File: config.mk
export PLATFORM = sky130hd
export DESIGN_NAME = bcd_display_scan
export DESIGN_NICKNAME = d
export VERILOG_FILES = /design/src/rtl/bcd_display_scan.sv
export SDC_FILE = /design/constraint.sdc
export NUM_CORES = 1
export LEC_CHECK = 0
export BUFFER_PORTS_ARGS = -buffer_cell sky130_fd_sc_hd__buf_2
export CAP_MARGIN = 10
export CORE_MARGIN = 1.5
export CORE_UTILIZATION = 59
export DETAILED_ROUTE_END_ITERATION = 10
export GPL_ROUTABILITY_DRIVEN = 0
export GPL_TIMING_DRIVEN = 0
export PLACE_DENSITY = 0.83
export SLEW_MARGIN = 25
export SYNTH_ARGS = -nofsm -noshare
export SYNTH_HDL_FRONTEND = slang
export SYNTH_SLANG_ARGS = --single-unit
File: constraint.sdc
create_clock -name clk -period 4.04 [get_ports clk]
set_input_delay 0.202 -clock clk [delete_from_list [all_inputs] [get_ports clk]]
set_output_delay 0.202 -clock clk [all_outputs]
set_load 0.05 [all_outputs]
File: src/rtl/bcd_display_scan.sv
// bcd_display_scan
// Captures a packed BCD word from the binary-to-decimal converter and
// time-multiplexes its digits onto a common-segment 7-segment display.
// Each digit slot lasts scanDivider cycles: one dark cycle with every
// enable off, so the previous digit's segments cannot ghost onto the
// next position, then scanDivider-1 lit cycles.
//
// Ports:
//   clk            single clock, all state on the rising edge
//   rst            asynchronous reset, active low
//   BinaryDecimal  packed BCD input, digit 0 least significant
//   capture        one-cycle strobe that loads BinaryDecimal into the holding register
//   digitSelect    active-low digit enables (one low bit, or all ones when dark)
//   segments       active-low segment drive {g,f,e,d,c,b,a}
//   frameDone      one-cycle pulse marking the end of each full scan
module bcd_display_scan #(
    parameter int numberOfDigits    = 3,
    parameter int scanDivider       = 1000,
    parameter int blankLeadingZeros = 1
) (
    input  logic                           clk,
    input  logic                           rst,
    input  logic [numberOfDigits-1:0][3:0] BinaryDecimal,
    input  logic                           capture,
    output logic [numberOfDigits-1:0]      digitSelect,
    output logic [6:0]                     segments,
    output logic                           frameDone
);

    localparam int CW = (scanDivider > 1) ? $clog2(scanDivider) : 1;
    localparam int IW = (numberOfDigits > 1) ? $clog2(numberOfDigits) : 1;
    localparam logic [CW-1:0] CNT_LAST = CW'(scanDivider - 1);
    localparam logic [IW-1:0] IDX_LAST = IW'(numberOfDigits - 1);
    localparam logic [6:0]    SEG_OFF  = 7'b1111111;

    // Active-low {g..a} pattern for one BCD digit; codes 10..15 show a dash.
    function automatic logic [6:0] decodeDigit(input logic [3:0] d);
        logic [6:0] pattern;
        case (d)
            4'd0:    pattern = 7'b1000000;
            4'd1:    pattern = 7'b1111001;
            4'd2:    pattern = 7'b0100100;
            4'd3:    pattern = 7'b0110000;
            4'd4:    pattern = 7'b0011001;
            4'd5:    pattern = 7'b0010010;
            4'd6:    pattern = 7'b0000010;
            4'd7:    pattern = 7'b1111000;
            4'd8:    pattern = 7'b0000000;
            4'd9:    pattern = 7'b0010000;
            default: pattern = 7'b0111111;
        endcase
        return pattern;
    endfunction

    logic [numberOfDigits-1:0][3:0] held_r;
    logic [CW-1:0]                  cnt_r;
    logic [IW-1:0]                  idx_r;

    logic                      cntLast_s;
    logic                      idxLast_s;
    logic [3:0]                curDigit_s;
    logic [numberOfDigits-1:0] blankMask_s;
    logic [numberOfDigits-1:0] selNext_s;
    logic [6:0]                segNext_s;
    logic                      frameNext_s;

    // Holding register: loads on the capture strobe, otherwise keeps its value.
    always_ff @(posedge clk or negedge rst) begin
        if (!rst) begin
            held_r <= '0;
        end else if (capture) begin
            held_r <= BinaryDecimal;
        end else begin
            held_r <= held_r;
        end
    end

    // Slot prescaler and digit index; independent of capture activity.
    always_ff @(posedge clk or negedge rst) begin
        if (!rst) begin
            cnt_r <= '0;
            idx_r <= '0;
        end else if (cntLast_s) begin
            cnt_r <= '0;
            idx_r <= idxLast_s ? '0 : (idx_r + IW'(1));
        end else begin
            cnt_r <= cnt_r + CW'(1);
            idx_r <= idx_r;
        end
    end

    // End-of-slot and end-of-frame flags.
    always_comb begin
        cntLast_s = (cnt_r == CNT_LAST);
        idxLast_s = (idx_r == IDX_LAST);
    end

    // Digit currently addressed by the scan index.
    always_comb begin
        curDigit_s = 4'd0;
        for (int i = 0; i < numberOfDigits; i++) begin
            if (idx_r == IW'(i)) begin
                curDigit_s = held_r[i];
            end else begin
                curDigit_s = curDigit_s;
            end
        end
    end

    // Leading-zero mask: walk down from the top digit while every digit so
    // far is zero. Digit 0 is excluded so a zero value still shows "0".
    always_comb begin : blankCalc
        logic zeroRun;
        zeroRun     = 1'b1;
        blankMask_s = '0;
        for (int i = numberOfDigits - 1; i >= 0; i--) begin
            zeroRun        = zeroRun & (held_r[i] == 4'd0);
            blankMask_s[i] = zeroRun & (i != 0) & (blankLeadingZeros != 0);
        end
    end

    // Next output values: dark on the first cycle of each slot and for
    // blanked digits, otherwise enable the indexed digit and drive its pattern.
    always_comb begin
        selNext_s   = '1;
        segNext_s   = SEG_OFF;
        frameNext_s = cntLast_s & idxLast_s;
        if ((cnt_r == '0) || ((blankMask_s & ~selNext_s) != '0)) begin
            selNext_s = '1;
            segNext_s = SEG_OFF;
        end else begin
            selNext_s = '1;
            segNext_s = decodeDigit(curDigit_s);
        end
        for (int i = 0; i < numberOfDigits; i++) begin
            if ((idx_r == IW'(i)) && (cnt_r != '0) && !blankMask_s[i]) begin
                selNext_s[i] = 1'b0;
            end else begin
                selNext_s[i] = selNext_s[i];
            end
        end
        if (selNext_s == '1) begin
            segNext_s = SEG_OFF;
        end else begin
            segNext_s = segNext_s;
        end
    end

    // Registered display outputs.
    always_ff @(posedge clk or negedge rst) begin
        if (!rst) begin
            digitSelect <= '1;
            segments    <= SEG_OFF;
            frameDone   <= 1'b0;
        end else begin
            digitSelect <= selNext_s;
            segments    <= segNext_s;
            frameDone   <= frameNext_s;
        end
    end

endmodule

# Yosys cells after proc, flatten, opt, wreduce, memory -nomap -nowiden

Memory sizes are Yosys's and may differ from the RTL's.
Cells that the tools add are included.

$add $sub $neg: 2
Equal/unequal tests: 4
Muxes and demuxes: 10
Bitwise logic cells: 2
Reductions and logical operators: 12

Operators with widths:

| operator                                                         | count |
|---|---|
| 7-bit two-way mux                                                | 2 |
| 4-bit two-way mux                                                | 3 |
| 10-bit by 1-bit adder with 10-bit output (second input constant) | 1 |
| 10-bit == test (second input constant)                           | 1 |
| 10-bit zero test                                                 | 1 |
| 10-bit two-way mux                                               | 1 |
| 10-bit nonzero test                                              | 1 |
| 4-bit zero test                                                  | 2 |
| 1-bit logical AND                                                | 5 |
| 3-bit == test (second input constant)                            | 1 |
| 1-bit two-way mux                                                | 3 |
| 2-bit by 1-bit adder with 2-bit output (second input constant)   | 1 |
| 1-bit bitwise AND                                                | 2 |
| 2-bit by 1-bit == test with 1-bit output (second input constant) | 1 |
| 2-bit == test (second input constant)                            | 1 |
| 1-bit zero test                                                  | 2 |
| 2-bit zero test                                                  | 1 |
| 2-bit two-way mux                                                | 1 |

Register bits: 35
Bits in read-only memories: 112
Input port bits: 15
Output and inout port bits: 11
Logic and storage cells: 39
Memories kept: 1

Memories:

| memory          | words | width | read ports | clocked after Yosys merged registers in | wr ports | line | text |
|---|---|---|---|---|---|---|---|
| (no name shown) | 16    | 7     | 1          | 0                                       | 0        | 39   | `case (d)` |

# Longest topological paths before layout

Word-level depth: 7
Mapped depth: 8
Depth with buffers taken out: 7

# Least setup slack after synthesis

Ideal clock, no wire load.

Kind: register to register
From: register idx_r[1]
To: register segments[3]
Setup time: 0.095 ns
Data arrival time: 1.474 ns
Data required time: 3.945 ns
Slack: 2.471 ns
Cell stages (with the launch flop): 9
Buffers on the path: 1
Period minus slack after synthesis: 1.569 ns
Cells stage by stage: dfrtp_1 > buf_6 > mux2i_1 > a2bb2oi_2 > inv_1 > ha_1 > inv_1 > o21ai_0 > nand4_1

Cells in the longest elaborated chain, start to end: 7
Elaborated cells between the ends (all ways): 18
Classes of those cells: eq/ne (3); mux (8); reduce/logical (6); memory (1)

Ends and longest elaborated chain:

| what                            | line     | text |
|---|---|---|
| start: declaration              | 57       | `logic [IW-1:0] idx_r;` |
| start signal: assignment        | 85       | `idx_r <= idxLast_s ? '0 : (idx_r + IW'(1));` |
| start signal: assignment        | 88       | `idx_r <= idx_r;` |
| 2-bit zero test                 | 102, 136 |  |
| 4-bit two-way mux (3 in series) | 102      | `if (idx_r == IW'(i)) begin` |
| memory 16 x 7 bit               | n/a      |  |
| 7-bit two-way mux               | 128      | `if ((cnt_r == '0) \|\| ((blankMask_s & ~selNext_s) != '0)) begin` |
| 7-bit two-way mux (*)           | 142      | `if (selNext_s == '1) begin` |
| via segNext_s[3]                | 64       | `logic [6:0] segNext_s;` |
| end signal: assignment          | 157      | `segments <= segNext_s;` |
| end: declaration                | 26       | `output logic [6:0] segments,` |

The timed path passes the listed nets; every way through them passes the cells marked *.
A chain may end at the register's enable or synchronous reset.

# Worst setup path in the final report

Ends and elaborated chain as after synthesis.

==> results.json <==
{
  "status": "finished clean",
  "fin_crit_ns": 1.85,
  "grt-ovfl-total": 0,
  "die-area_um2": 3130,
  "post_cts_buffers": 0,
  "ys_ff_latch": 35,
  "leakagePower_nw": 0.865,
  "yosys.cell_types.count": 39,
  "grt_pass1_vias": 1186,
  "port_buffers": 25,
  "cts_sinks": 35,
  "clk_latency_ns": 0.34,
  "fin_skew_ns": 0.00876,
  "drive_gt1_share_pct": 41.6,
  "viasPerCell": 5.69,
  "antenna_found_initial": 0,
  "synth_enable_flop_cells": 0,
  "syn2layout_area_growth_pct": 16.9,
  "regArea_um2": 888,
  "timing.reg2reg.worst_path_depth": 8,
  "yosysMostFrequentCell": "dfrtp_1",
  "syn_nets": 157,
  "track_usage_pct": 22.6,
  "slew_violations": 0,
  "period_share_pct": 45.9,
  "grt_pass1_wl_um": 5310,
  "cp.arrival_ns": 2.11,
  "htreeDepth": 2,
  "hp-class": "primary input to flop",
  "drt_iter0_drc": 35,
  "cts_made_buffers": 5,
  "placement_rows": 19,
  "multi_input_area_um2": 723,
  "rsz0062_at_grt": "false",
  "maxCapViolations": 0,
  "syn_area_um2": 1660,
  "setup_viol": 0,
  "synthTopCellsByArea": "dfrtp_1 38%, dfstp_2 16%, mux2_2 8.2%",
  "num_vias": 1160,
  "wl_per_cell_um": 14.9,
  "vdd_drop_max_v": 0.000484,
  "yosysSeqAreaShare_pct": 53.7,
  "path_class": "flop to flop",
  "crit_required_ns": 4.30,
  "syn_inst": 139,
  "max_clock_freq_mhz": 539,
  "finalSetupTns_ns": 0,
  "dp_hpwl_um": 2240,
  "crit_path_end_kind": "flop",
  "critPathLaunchType": "flop",
  "yosysTopAreaCellShare_pct": 37.8,
  "clk_path_buf_depth": 2,
  "cts_root_buf": "clkbuf_4",
  "ys_top_cells_by_count": "25 x dfrtp_1, 12 x mux2_2, 12 x nor2_1, 10 x dfstp_2, 9 x nand2_1",
  "synth_area_per_cell_um2": 11.9,
  "relSlewSlack_pct": 51.5,
  "holdPathStages": 2,
  "async_flop_share_pct": 100,
  "fin_ws_ns": 2.19,
  "die_w_um": 56.0,
  "die_h_um": 56.0,
  "synth-main-ff-cell": "dfrtp_1",
  "first_pass_iters": 4,
  "dp_slack_ns": 2.23,
  "critPathMaxFanout": 10,
  "power_density_nw_per_um2": 429,
  "wirelength_um": 3050,
  "cts_tree": "done",
  "fin_nets": 190,
  "worst_slew_pin_slew_ns": 0.727,
  "finalHoldViolCount": 0,
  "drc": 0,
  "io_pins": 26,
  "whs_ns": 0.0832,
  "core-area_um2": 2710,
  "grt_max_degree": 36,
  "clkTransAtPathRegs_ns": 0.11,
  "n_antenna_cell": 0,
  "initial_core_util_pct": 61.1,
  "fillers": 209,
  "synth_warnings": 0,
  "yosys.area.top_type": "dfrtp_1",
  "ant_nets": 0
}
-- worst max-delay path, cell delays in order (launching register included) --
cell and delay, ns:
dfrtp_1 0.38, buf_6 0.15, mux2i_1 0.23, a2bb2oi_2 0.25, inv_1 0.10, ha_1 0.30
inv_1 0.04, o21ai_0 0.17, nand4_1 0.15
-- area by class of cell --
type | instances | area share [%]
flip-flops and latches | 35 | 45.9
multi-input cells | 95 | 37.4
inverters | 5 | 0.970
clock buffers | 5 | 1.94
plain buffers | 4 | 1.29
clock inverters | 3 | 3.49
repair buffers | 26 | 6.99
well taps | 31 | 2.01
-- path summary, 6_finish.rpt --
check | from | to | slack [ns]
max | idx_r[1]$_DFFE_PN0N_ | segments[3]$_DFF_PN1_ | 2.19
min | BinaryDecimal[5] | held_r[5]$_DFFE_PN0P_ | 0.08
max reg2reg | idx_r[1]$_DFFE_PN0N_ | segments[3]$_DFF_PN1_ | 2.19
min reg2reg | cnt_r[0]$_DFF_PN0_ | cnt_r[0]$_DFF_PN0_ | 0.53
max in group asynchronous | rst | held_r[9]$_DFFE_PN0P_ | 3.14
min in group asynchronous | rst | cnt_r[9]$_DFF_PN0_ | 0.43
-- kinds of logic (layout without fill, tap and decap cells) --
logic type,after synthesis,in the layout,synth area share [%]
buf+inv,9,43,2.64
xor+xnor,7,7,3.70
fa+ha+maj,3,3,2.27
compound gates,19,19,9.30
flops,35,35,53.7
simple gates,48,48,16.0
mux,18,18,12.4
-- placed cells by master, fill, tap and decap left out, types with 2 or more instances in the layout --
| cell type | n |
|---|---|
| mux2_4 | 2 |
| a21oi_1 | 6 |
| mux2i_1 | 4 |
| nor2_2 | 2 |
| xor2_1 | 4 |
| o21ai_1 | 3 |
| nor2_1 | 12 |
| nor3_1 | 3 |
| ha_1 | 3 |
| dfstp_2 | 10 |
| clkbuf_4 | 5 |
| inv_1 | 5 |
| o2bb2ai_2 | 2 |
| buf_2 | 26 |
| o21ai_0 | 4 |
| nor4_1 | 2 |
| dfrtp_1 | 25 |
| mux2_2 | 12 |
| nand3_1 | 8 |
| bufinv_16 | 2 |
| xnor2_1 | 3 |
| nand2_1 | 9 |
-- power breakdown --
group | switching [W] | total, W | internal [W]
sequential | 0.0000136 | 0.000395 | 0.000381
clock | 0.000123 | 0.000315 | 0.000192
combinational | 0.0000811 | 0.000120 | 0.0000393
total | 0.000218 | 0.000830 | 0.000613
-- registers in the layout (all words and copies together) (netlist names) --
name         cells
cnt_r           10
digitSelect      3
frameDone        1
held_r          12
idx_r            2
segments         7
-- timing repair --
action	4_1_cts	5_1_grt
endpoints found under the setup margin	0	0
hold buffers	1	0
hold endpoints to repair	25	0
gates resized for setup	0	0
-- routing by layer --
metal / track usage (%) / routed length [um] / share of wire (%)
met2: 38.3 / 1570 / 51
met3: 7.67 / 137 / 4.5
met4: 10.5 / 98 / 3.2
met1: 25.4 / 1250 / 41
met5: 0 / 0 / 0
-- metrics by stage --
stage | total power [W] | util [%] | area (um2) | instances
after CTS | 0.000835 | 71.4 | 1930 | 204
final | 0.000830 | 71.4 | 1930 | 204
after global routing | 0.000859 | 71.4 | 1930 | 204
after global placement | 0.000514 | 67.1 | 1820 | 195
after detailed placement | 0.000522 | 67.1 | 1820 | 195
after floorplan | 0.000486 | - | 1660 | 139
Power figures use the tool's default switching activity.
